===== config.mk =====
export PLATFORM = sky130hd
export DESIGN_NAME = shift_reg_ctrl
export DESIGN_NICKNAME = d
export VERILOG_FILES = /design/src/rtl/shift_reg_ctrl.sv
export SDC_FILE = /design/constraint.sdc
export NUM_CORES = 1
export LEC_CHECK = 0
export BUFFER_PORTS_ARGS = -buffer_cell sky130_fd_sc_hd__buf_2
export CAP_MARGIN = 20
export CORE_MARGIN = 4
export CORE_UTILIZATION = 42
export DETAILED_ROUTE_END_ITERATION = 7
export PLACE_DENSITY_LB_ADDON = 0.25
export SYNTH_ARGS = -nofsm -noshare
export SYNTH_HDL_FRONTEND = slang
export SYNTH_SLANG_ARGS = --single-unit

===== constraint.sdc =====
create_clock -name clk -period 1.28 [get_ports clk]
set_input_delay 0 -clock clk [delete_from_list [all_inputs] [get_ports clk]]
set_output_delay 0 -clock clk [all_outputs]
set_load 0.005 [all_outputs]

===== src/rtl/shift_reg_ctrl.sv =====
// Job sequencer for a WIDTH-bit load/shift register: tx (parallel-to-serial) or rx (serial-to-parallel).
// Optional parity phase after shifting is enabled by defining SHIFT_REG_CTRL_PARITY_EN.
`timescale 1ns/1ps

module shift_reg_ctrl #(
  parameter int WIDTH        = 4,
  parameter int CLKS_PER_BIT = 1
) (
  input  logic             clk,
  input  logic             reset,
  input  logic             req_valid,
  output logic             req_ready,
  input  logic             req_mode,
  input  logic [WIDTH-1:0] req_data,
  output logic             sr_load,
  output logic             sr_shift,
  output logic [WIDTH-1:0] sr_d,
  input  logic [WIDTH-1:0] sr_q,
  output logic             busy,
  output logic             done,
  output logic [WIDTH-1:0] rx_data,
  output logic             rx_valid
`ifdef SHIFT_REG_CTRL_PARITY_EN
  ,
  output logic             par_bit,
  output logic             par_valid
`endif
);

  localparam int DIV_W = (CLKS_PER_BIT > 1) ? $clog2(CLKS_PER_BIT) : 1;
  localparam int CNT_W = $clog2(WIDTH + 1);
  localparam logic [DIV_W-1:0] DIV_LAST = DIV_W'(CLKS_PER_BIT - 1);
  localparam logic [CNT_W-1:0] CNT_LAST = CNT_W'(WIDTH - 1);

  typedef enum logic [2:0] {
    S_IDLE,
    S_LOAD,
    S_SHIFT,
`ifdef SHIFT_REG_CTRL_PARITY_EN
    S_PARITY,
`endif
    S_DONE
  } state_e;

  state_e           state_q, state_d;
  logic [DIV_W-1:0] div_q, div_d;
  logic [CNT_W-1:0] cnt_q, cnt_d;
  logic             ready_q;
  logic             mode_q;
  logic [WIDTH-1:0] data_q;
  logic [WIDTH-1:0] rx_data_q;
  logic             rx_valid_q;
  logic             accept;
  logic             bit_tick;
`ifdef SHIFT_REG_CTRL_PARITY_EN
  logic             par_valid_c;
`endif

  assign accept   = (state_q == S_IDLE) && req_valid && ready_q;
  assign bit_tick = (div_q == DIV_LAST);

  // NOTE: every output of this block gets a default first, so no path can infer a latch.
  always_comb begin
    state_d  = state_q;
    div_d    = div_q;
    cnt_d    = cnt_q;
    sr_load  = 1'b0;
    sr_shift = 1'b0;
    done     = 1'b0;
`ifdef SHIFT_REG_CTRL_PARITY_EN
    par_valid_c = 1'b0;
`endif
    unique case (state_q)
      S_IDLE: if (accept) state_d = S_LOAD;
      S_LOAD: begin
        sr_load = 1'b1;
        div_d   = '0;
        cnt_d   = '0;
        state_d = S_SHIFT;
      end
      S_SHIFT: begin
        div_d = bit_tick ? '0 : div_q + 1'b1;
        if (bit_tick) begin
          sr_shift = 1'b1;
          cnt_d    = cnt_q + 1'b1;
          if (cnt_q == CNT_LAST) begin
`ifdef SHIFT_REG_CTRL_PARITY_EN
            state_d = S_PARITY;
`else
            state_d = S_DONE;
`endif
          end
        end
      end
`ifdef SHIFT_REG_CTRL_PARITY_EN
      // Parity phase reuses the bit-period divider so it lasts one bit time.
      S_PARITY: begin
        par_valid_c = 1'b1;
        div_d       = bit_tick ? '0 : div_q + 1'b1;
        if (bit_tick) state_d = S_DONE;
      end
`endif
      S_DONE: begin
        done    = 1'b1;
        state_d = S_IDLE;
      end
      default: state_d = S_IDLE;
    endcase
  end

  // NOTE: sequential state uses non-blocking assignments only; every register here is a flop, so all are reset.
  always_ff @(posedge clk or negedge reset) begin
    if (!reset) begin
      state_q    <= S_IDLE;
      div_q      <= '0;
      cnt_q      <= '0;
      ready_q    <= 1'b0;
      mode_q     <= 1'b0;
      data_q     <= '0;
      rx_data_q  <= '0;
      rx_valid_q <= 1'b0;
    end else begin
      state_q    <= state_d;
      div_q      <= div_d;
      cnt_q      <= cnt_d;
      ready_q    <= (state_d == S_IDLE);
      rx_valid_q <= (state_q == S_DONE) && mode_q;
      if (accept) begin
        mode_q <= req_mode;
        data_q <= req_data;
      end
      if ((state_q == S_DONE) && mode_q) rx_data_q <= sr_q;
    end
  end

  // rx jobs load zeros so the received word is built only from shifted-in bits.
  assign sr_d      = ((state_q == S_LOAD) && !mode_q) ? data_q : '0;
  assign req_ready = ready_q;
  assign busy      = (state_q != S_IDLE);
  assign rx_data   = rx_data_q;
  assign rx_valid  = rx_valid_q;

`ifdef SHIFT_REG_CTRL_PARITY_EN
  assign par_valid = par_valid_c;
  assign par_bit   = par_valid_c ? (mode_q ? ^sr_q : ^data_q) : 1'b0;
`endif

endmodule


==> results of run 1 <==
how the worst min path moves through the flow:
stage          startpoint        end  slack, ps  cells past startpoint
2_1_floorplan       reset   cnt_q[0]       -300                      0
3_3_place_gp        reset  data_q[0]        -60                      1
3_5_place_dp        reset  data_q[0]        -60                      1
4_1_cts             reset  data_q[0]        160                      2
5_1_grt             reset  data_q[2]        150                      2
6_report            reset  data_q[0]        150                      2
flip-flops by register name, summed over array words and instances, names as in the netlist:
signal,flops
rx_data,4
state_q,3
rx_valid,1
mode_q,1
req_ready,1
cnt_q,3
data_q,4
through the flow:
stage | cells | utilization | setup WS, ps
floorplan | 54 | - | -97.9
finish | 118 | 0.760 | -202
detailed placement | 100 | 0.591 | -119
CTS | 116 | 0.712 | -162
global placement | 100 | 0.591 | -81.9
global route | 118 | 0.760 | -248
synthesized netlist by cell type:
library cell	number	area share
a21o_1	1	0.010
a21oi_1	1	0.0070
and2_1	4	0.035
and3b_1	1	0.012
buf_2	1	0.0070
conb_1	1	0.0052
dfrtp_1	17	0.59
ha_1	2	0.035
inv_1	3	0.016
mux2_2	9	0.14
nand2_1	3	0.016
nand2b_1	1	0.0087
nor2_1	2	0.010
nor2_8	1	0.028
nor2b_1	1	0.0087
nor3b_1	1	0.010
nor3b_2	1	0.017
o21ai_0	2	0.014
or2_2	1	0.0087
or3_4	1	0.016
worst max-delay path, cell delays in order, from the launching register on:
cell and delay [ps]:
dfrtp_1 410, buf_6 130, buf_4 130, and3b_1 170, nand2_1 170, mux2_2 360
repair_timing:
action	in CTS	in global routing
pin swaps	5	6
endpoints found under the setup margin	17	22
endpoints found under the hold margin	26	0
setup buffers	2	3
resized for setup	13	14
hold buffers	10	0
final cells by class:
cell class / count / area [um2] / area share
sequential: 17 / 427 / 0.360
timing repair buffer: 45 / 352 / 0.297
multi-input combinational: 33 / 348 / 0.294
clock buffer: 3 / 22.5 / 0.0190
tap: 16 / 20.0 / 0.0169
inverter: 3 / 11.3 / 0.00950
clock inverter: 1 / 5.00 / 0.00422
logic make-up (layout without fill, tap and decap cells):
group / Yosys count / in the layout / share of synthesized area
compound gates: 4 / 4 / 0.0314
fa+ha+maj: 2 / 2 / 0.0349
buf+inv: 4 / 52 / 0.0227
flops: 17 / 17 / 0.593
mux: 9 / 9 / 0.141
other cells: 1 / 1 / 0.00523
simple gates: 17 / 17 / 0.171
metal layers:
layer / part of all wire / global-route usage / vias to the layer above
met5: 0 / 0 / -
met1: 0.47 / 0.184 / 272
met2: 0.49 / 0.243 / 17
li1: - / - / 274
met4: 0.0062 / 0.0995 / 0
met3: 0.033 / 0.0183 / 2
report_power, final:
part	total (mW)	internal (mW)	switching, mW
Combinational	0.534	0.341	0.193
Sequential	0.778	0.686	0.0926
Clock	0.285	0.116	0.169
==> results.txt, run 1 <==
Crit start category: register
Clock latency on the worst-skew pair: 290 ps
Filler Cell Count: 102
Status: complete, but fails checks
GPL Wtd Cong: 0.661
MaxCap Viol Count: 0
HP Class: in2async
Number of vias per cell: 4.79
Global-route wire length before repair: 2.71 mm
Initial core utilization: 0.460
Critical path launch point: state_q[1]
Wire per inst: 13.7 um
Die width: 49.3 um
Routed WL: 1.61 mm
Total track usage: 0.150
Most common cell after layout, fill and taps aside: buf_2
R2r endpoint: rx_data[1]
DIE AREA: 2430 um2
Clock buffer depth: 2
Violated checks: setup timing
Overall Power: 1.60 mW
H-tree levels: 1
Initial DRC Count: 8
Min Tclk post-route: 1480 ps
Crit path max fanout: 5
Final worst slack: -202 ps
NumNets Final: 117
Vias: 565
Post-Syn Area per Cell: 13.3 um2
Pins Over Slew Limit: 0
TritonCTS clock tree: yes
R2R depth: 5
HPWL after DPL: 1.02 mm
Setup-failing EPs final: 19
Synth warn: 0
Yosys reg bits: 17
Input/output buffers: 25
Reg2reg setup slack: -200 ps
Total CTS buffers: 3
Static Leak: 0.617 nW
Die height: 49.3 um
Clock sink count: 17
Final antenna-violating net count: 0
Total negative slack: -2530 ps
Synth cell types: 20
CTS Root Cell: clkbuf_4
Required @ worst endpoint: 1460 ps
Mapped cell area: 717 um2
Largest net degree at the start of global routing: 18
RR Startpoint: state_q[1]
Vias in the first global route: 569
Most frequent cells in the layout: buf_2, dfrtp_1, buf_6
Share of cells above drive strength 1: 0.608
Drt first pass iters: 4
Final Cell Area: 1180 um2
Core ar.: 1560 um2
Power Density: 1350 nW/um2
Cell Area, Placed: 921 um2
I/O pin count: 26
Synth Instances: 54
CP endpoint: rx_data[1]
WHS: 151 ps
Post-synthesis sequential area ratio: 0.593
Max VDD drop: 1.02 mV
Achievable Freq: 675 MHz
RSZ-0062 raised after global routing: yes
Synth-to-layout area growth: 65.3%
Mapped Nets: 68
Crit path DAT: 1660 ps
Final period util: 1.16
Max Clock Skew: 8.95 ps
Rows: 14
Grt ovf: 0
Initial antenna violation count: 0
Clock-pin transition on the worst setup and hold timing paths: 100 ps
Ant. Diodes: 0
Setup crit end kind: register
Remaining DRCs: 0
Hold Vio Cnt, Final: 0
Kind of critical path: reg2reg
Power figures use the tool's default switching activity.
==> run 2: changes to the inputs <==
--- a/config.mk
+++ b/config.mk
@@ -8,7 +8,7 @@
 export BUFFER_PORTS_ARGS = -buffer_cell sky130_fd_sc_hd__buf_2
 export CAP_MARGIN = 20
 export CORE_MARGIN = 4
-export CORE_UTILIZATION = 42
+export CORE_UTILIZATION = 41
 export DETAILED_ROUTE_END_ITERATION = 7
 export PLACE_DENSITY_LB_ADDON = 0.25
 export SYNTH_ARGS = -nofsm -noshare
==> run 2 against run 1 <==
The run still ends with setup timing left. Die area up 2.0%. Global-route usage down 1.1 points. Final area down 2.2%. First-iteration DRC count down 50%. Core utilization down 2.5 points. Largest cell class unchanged.
==> results.txt, run 2 (synthesized netlist as in run 1, its figures left out) <==
Final period util: 1.16 (about the same)
Hold Vio Cnt, Final: 0 (unchanged)
Vias: 535 (was 565)
Clock-pin transition on the worst setup and hold timing paths: 100 ps (about the same)
Required @ worst endpoint: 1460 ps (about the same)
Crit path DAT: 1670 ps (was 1660 ps)
Setup-failing EPs final: 18 (was 19)
WHS: 150 ps (was 151 ps)
Initial DRC Count: 4 (was 8)
Vias in the first global route: 610 (was 569)
Rows: 14 (unchanged)
Wire per inst: 13.2 um (was 13.7 um)
MaxCap Viol Count: 0 (unchanged)
Final worst slack: -203 ps (was -202 ps)
I/O pin count: 26 (unchanged)
Grt ovf: 0 (unchanged)
Clock buffer depth: 2 (unchanged)
Kind of critical path: reg2reg (unchanged)
Achievable Freq: 674 MHz (was 675 MHz)
Overall Power: 1.57 mW (was 1.60 mW)
H-tree levels: 1 (unchanged)
Pins Over Slew Limit: 0 (unchanged)
RR Startpoint: state_q[0] (was state_q[1])
GPL Wtd Cong: 0.701 (was 0.661)
Die width: 49.8 um (was 49.3 um)
Input/output buffers: 25 (unchanged)
Internal: 1.12 mW (was 1.14 mW)
Ant. Diodes: 0 (unchanged)
Violated checks: setup timing (unchanged)
Drt first pass iters: 3 (was 4)
Synth-to-layout area growth: 61.6% (was 65.3%)
Max Clock Skew: 4.11 ps (was 8.95 ps)
TritonCTS clock tree: yes (unchanged)
Status: complete, but fails checks (unchanged)
Most frequent cells in the layout: buf_2, dfrtp_1, dlygate4sd3_1 (was buf_2, dfrtp_1, buf_6)
DIE AREA: 2480 um2 (was 2430 um2)
Part of the power in registers: 0.502 (was 0.487)
Initial antenna violation count: 0 (unchanged)
Die height: 49.8 um (was 49.3 um)
Setup crit end kind: register (unchanged)
Comb power frac: 0.311 (was 0.334)
Psw: 0.451 mW (was 0.454 mW)
Power Density: 1360 nW/um2 (was 1350 nW/um2)
Routed WL: 1.52 mm (was 1.61 mm)
HPWL after DPL: 1.04 mm (was 1.02 mm)
Min Tclk post-route: 1480 ps (about the same)
Crit path max fanout: 6 (was 5)
Critical path launch point: state_q[0] (was state_q[1])
HP Class: in2async (unchanged)
Final antenna-violating net count: 0 (unchanged)
Global-route wire length before repair: 2.70 mm (was 2.71 mm)
Clock latency on the worst-skew pair: 290 ps (about the same)
Remaining DRCs: 0 (unchanged)
Total track usage: 0.139 (was 0.150)
Crit start category: register (unchanged)
Largest net degree at the start of global routing: 18 (unchanged)
Setup WS pre-CTS: -119 ps (about the same)
Share of cells above drive strength 1: 0.566 (was 0.608)
CTS Root Cell: clkbuf_4 (unchanged)
Most common cell after layout, fill and taps aside: buf_2 (unchanged)
Sw frac: 0.287 (was 0.285)
Core ar.: 1580 um2 (was 1560 um2)
Number of vias per cell: 4.65 (was 4.79)
Cell Area, Placed: 921 um2 (unchanged)
Clock sink count: 17 (unchanged)
Max VDD drop: 1.05 mV (was 1.02 mV)
Initial core utilization: 0.455 (was 0.460)
Static Leak: 0.613 nW (was 0.617 nW)
Part of the power in the clock network: 0.187 (was 0.178)
Total CTS buffers: 3 (unchanged)
Final Cell Area: 1160 um2 (was 1180 um2)
NumNets Final: 114 (was 117)
RSZ-0062 raised after global routing: yes (unchanged)
==> run 2: cell count changes in the layout (fill, tap and decap cells not counted), sizes merged <==
| cell | delta |
|---|---|
| buf | -3 |
| clkinvlp | +1 |
| clkinv | -1 |
==> run 2: stage by stage <==
| stage | util | std cells | setup TNS (ps) |
|---|---|---|---|
| CTS | 0.708 | 116 | -1730 |
| floorplan | - | 54 | -489 |
| global route | 0.735 | 115 | -2940 |
| finish | 0.735 | 115 | -1930 |
| detailed placement | 0.584 | 100 | -974 |
| global placement | 0.584 | 100 | -738 |
==> run 2: final timing paths <==
kind                              to  slack, ps  cells past startpoint
max                        data_q[2]       -200                      3
min                         cnt_q[1]        150                      2
max reg2reg                data_q[2]       -200                      3
min reg2reg                 cnt_q[0]        490                      1
max in group asynchronous     mode_q        850                      2
min in group clk           data_q[3]        240                      4
==> run 2: layout make-up <==
cell class | count | area (um2)
clock buffers | 3 | 22.5
clock inverters | 1 | 7.51
fillers | 104 | 418
inverters | 3 | 11.3
multi-input cells | 33 | 348
flip-flops and latches | 17 | 425
well taps | 16 | 20.0
repair buffers | 42 | 324
==> run 2: critical path, cell delays in order, from the launching register on <==
cell and delay [ps]:
dfrtp_1 420, or3_4 440, nor2_8 190, mux2_4 320
==> run 2: power by group through the flow <==
stage | Clock, mW | Combinational, mW | Sequential, mW
floorplan | 0 | 0.252 | 0.766
global placement | 0 | 0.377 | 0.771
detailed placement | 0 | 0.399 | 0.776
CTS | 0.304 | 0.479 | 0.781
global route | 0.333 | 0.540 | 0.807
finish | 0.293 | 0.488 | 0.788
==> run 2: timing repair <==
| action | in CTS | in global routing |
|---|---|---|
| cloned | 0 | 0 |
| pin swaps | 5 | 9 |
| hold endpoints to repair | 26 | 0 |
| setup endpoints to repair | 17 | 21 |
| buffers inserted | 2 | 1 |
| resized for setup | 14 | 11 |
| hold buffers | 10 | 0 |
==> run 2: routing by layer <==
| metal | wire [um] | GRT usage | vias up |
|---|---|---|---|
| li1 | - | - | 267 |
| met1 | 692 | 0.173 | 246 |
| met3 | 94 | 0.0482 | 0 |
| met5 | 0 | 0 | - |
| met4 | 0 | 0.0138 | 0 |
| met2 | 734 | 0.238 | 22 |
==> run 3: changes to the inputs <==
--- a/config.mk
+++ b/config.mk
@@ -7,10 +7,10 @@
 export LEC_CHECK = 0
 export BUFFER_PORTS_ARGS = -buffer_cell sky130_fd_sc_hd__buf_2
 export CAP_MARGIN = 20
-export CORE_MARGIN = 4
 export CORE_UTILIZATION = 41
 export DETAILED_ROUTE_END_ITERATION = 7
 export PLACE_DENSITY_LB_ADDON = 0.25
+export REMOVE_ABC_BUFFERS = 1
 export SYNTH_ARGS = -nofsm -noshare
 export SYNTH_HDL_FRONTEND = slang
 export SYNTH_SLANG_ARGS = --single-unit
==> constraint.sdc (replaced) <==
create_clock -name clk -period 1.47 [get_ports clk]
set_input_delay 0 -clock clk [delete_from_list [all_inputs] [get_ports clk]]
set_output_delay 0 -clock clk [all_outputs]
set_load 0.005 [all_outputs]
==> run 3 against run 2 <==
The flow finishes with violations (DRC). Die area fell by 23%. Wire length decreased by 13%. Register-to-register slack improved by 210 ps. Final cell count is 3.5% lower. First-iteration DRC count decreased by 25%. Non-clock buffer count decreased by 4. Hold slack improved by 6.0 ps.
==> results.txt, run 3 (synthesized netlist as in run 1, its figures left out) <==
Final antenna-violating net count: 0 (unchanged)
Final worst slack: 2.99 ps (was -203 ps)
Status: complete, but fails checks (unchanged)
Core ar.: 1580 um2 (unchanged)
Grt ovf: 0 (unchanged)
Max VDD drop: 0.789 mV (was 1.05 mV)
Clock buffer depth: 2 (unchanged)
Final core occ: 0.662 (was 0.735)
Die height: 43.8 um (was 49.8 um)
Clock latency on the worst-skew pair: 280 ps (was 290 ps)
Worst-path cell chain: or3_4, nor2_8, mux2_4 (unchanged)
Violated checks: DRC (was setup timing)
Die width: 43.8 um (was 49.8 um)
Final period util: 0.998 (was 1.16)
Max Clock Skew: 2.10 ps (was 4.11 ps)
Initial DRC Count: 3 (was 4)
GPL Wtd Cong: 0.682 (was 0.701)
Crit path max fanout: 7 (was 6)
Share of cells above drive strength 1: 0.484 (was 0.566)
Rows: 14 (unchanged)
Cell Area, Placed: 872 um2 (was 921 um2)
Number of vias per cell: 4.68 (was 4.65)
DIE AREA: 1920 um2 (was 2480 um2)
Final Cell Area: 1040 um2 (was 1160 um2)
Slowest library cell on the worst path: dfrtp_1 (was or3_4)
Wire per inst: 12.0 um (was 13.2 um)
Global-route wire length before repair: 2.06 mm (was 2.70 mm)
Overall Power: 1.27 mW (was 1.57 mW)
Required @ worst endpoint: 1640 ps (was 1460 ps)
NumNets Final: 110 (was 114)
Remaining DRCs: 2 (was 0)
Ant. Diodes: 0 (unchanged)
Placed cell count: 96 (was 100)
WHS: 156 ps (was 150 ps)
R2R depth: 3 (unchanged)
Routed WL: 1.33 mm (was 1.52 mm)
Largest net degree at the start of global routing: 18 (unchanged)
Setup crit end kind: register (unchanged)
Total track usage: 0.149 (was 0.139)
Initial antenna violation count: 0 (unchanged)
Initial core utilization: 0.455 (unchanged)
TritonCTS clock tree: yes (unchanged)
Kind of critical path: reg2reg (unchanged)
Static Leak: 0.552 nW (was 0.613 nW)
Input/output buffers: 25 (unchanged)
Clock sink count: 17 (unchanged)
Pins Over Slew Limit: 0 (unchanged)
H-tree levels: 1 (unchanged)
Hold Vio Cnt, Final: 0 (unchanged)
Clock-pin transition on the worst setup and hold timing paths: 100 ps (about the same)
HPWL after DPL: 939 um (was 1.04 mm)
Filler Cell Count: 113 (was 104)
RSZ-0062 raised after global routing: yes (unchanged)
Setup-failing EPs final: 0 (was 18)
Setup WS pre-CTS: 9.06 ps (was -119 ps)
Total CTS buffers: 3 (unchanged)
Crit start category: register (unchanged)
Most common cell after layout, fill and taps aside: buf_2 (unchanged)
Crit path DAT: 1640 ps (was 1670 ps)
Achievable Freq: 682 MHz (was 674 MHz)
Synth-to-layout area growth: 45.5% (was 61.6%)
Power Density: 1220 nW/um2 (was 1360 nW/um2)
Min Tclk post-route: 1470 ps (was 1480 ps)
CTS Root Cell: clkbuf_4 (unchanged)
Most frequent cells in the layout: buf_2, dfrtp_1, dlygate4sd3_1 (unchanged)
Layout Cells excl Fill: 111 (was 115)
Vias: 520 (was 535)
Drt first pass iters: 6 (was 3)
CP peak stage delay: 440 ps (about the same)
HP Class: in2async (unchanged)
MaxCap Viol Count: 0 (unchanged)
I/O pin count: 26 (unchanged)
Total negative slack: 0 ps (was -1930 ps)
Vias in the first global route: 491 (was 610)
==> run 3: changes by cell type in the layout (fill, tap and decap cells not counted), moves of 2 or more <==
| cell | delta |
|---|---|
| buf_2 | +5 |
| and2_4 | -2 |
| buf_6 | -9 |
| mux2_2 | +4 |
| mux2_4 | -4 |
| and2_1 | +2 |
==> run 3: layout make-up <==
cell class              instances  area [um2]  area share
flip-flops and latches         17         425       0.408
multi-input cells              33         313       0.300
repair buffers                 38         248       0.237
clock buffers                   4        26.3      0.0252
well taps                      16        20.0      0.0192
inverters                       3        11.3      0.0108
==> run 3: worst max-delay path: cells and delay by family (launching register included) <==
kind / cells / cell delay [ps]
AND/OR/NAND/NOR: 2 / 600
multiplexers: 1 / 320
flip-flops: 1 / 440
==> run 3: what timing repair did <==
action                                  CTS  global route
endpoints found under the hold margin    26             0
gates resized for setup                   2             7
hold buffers                             10             0
buffers inserted                          0             1
endpoints found under the setup margin    5             9
pin swaps                                 1             0
==> run 3: layer usage <==
layer	up-vias	wire, um	part of all wire	track usage
met3	2	74	0.056	0.0292
met1	239	626	0.47	0.188
li1	260	-	-	-
met5	-	0	0	0
met2	19	624	0.47	0.251
met4	0	5	0.0038	0.0563
==> run 3: worst paths after layout <==
kind | from | end | slack (ps)
worst min register to register | cnt_q[0] | cnt_q[0] | 480
max in group asynchronous | reset | cnt_q[1] | 1050
min in group clk | req_valid | req_ready | 180
worst min-delay path | reset | mode_q | 160
worst max register to register | state_q[1] | mode_q | 3
worst max-delay path | state_q[1] | mode_q | 3
==> run 3: report_power, final <==
| group | total (mW) | leakage, nW | internal [mW] | switching, mW |
|---|---|---|---|---|
| Combinational | 0.357 | 0.330 | 0.224 | 0.133 |
| Sequential | 0.674 | 0.207 | 0.597 | 0.0773 |
| Clock | 0.244 | 0.0150 | 0.105 | 0.138 |
| Total | 1.27 | 0.552 | 0.926 | 0.349 |
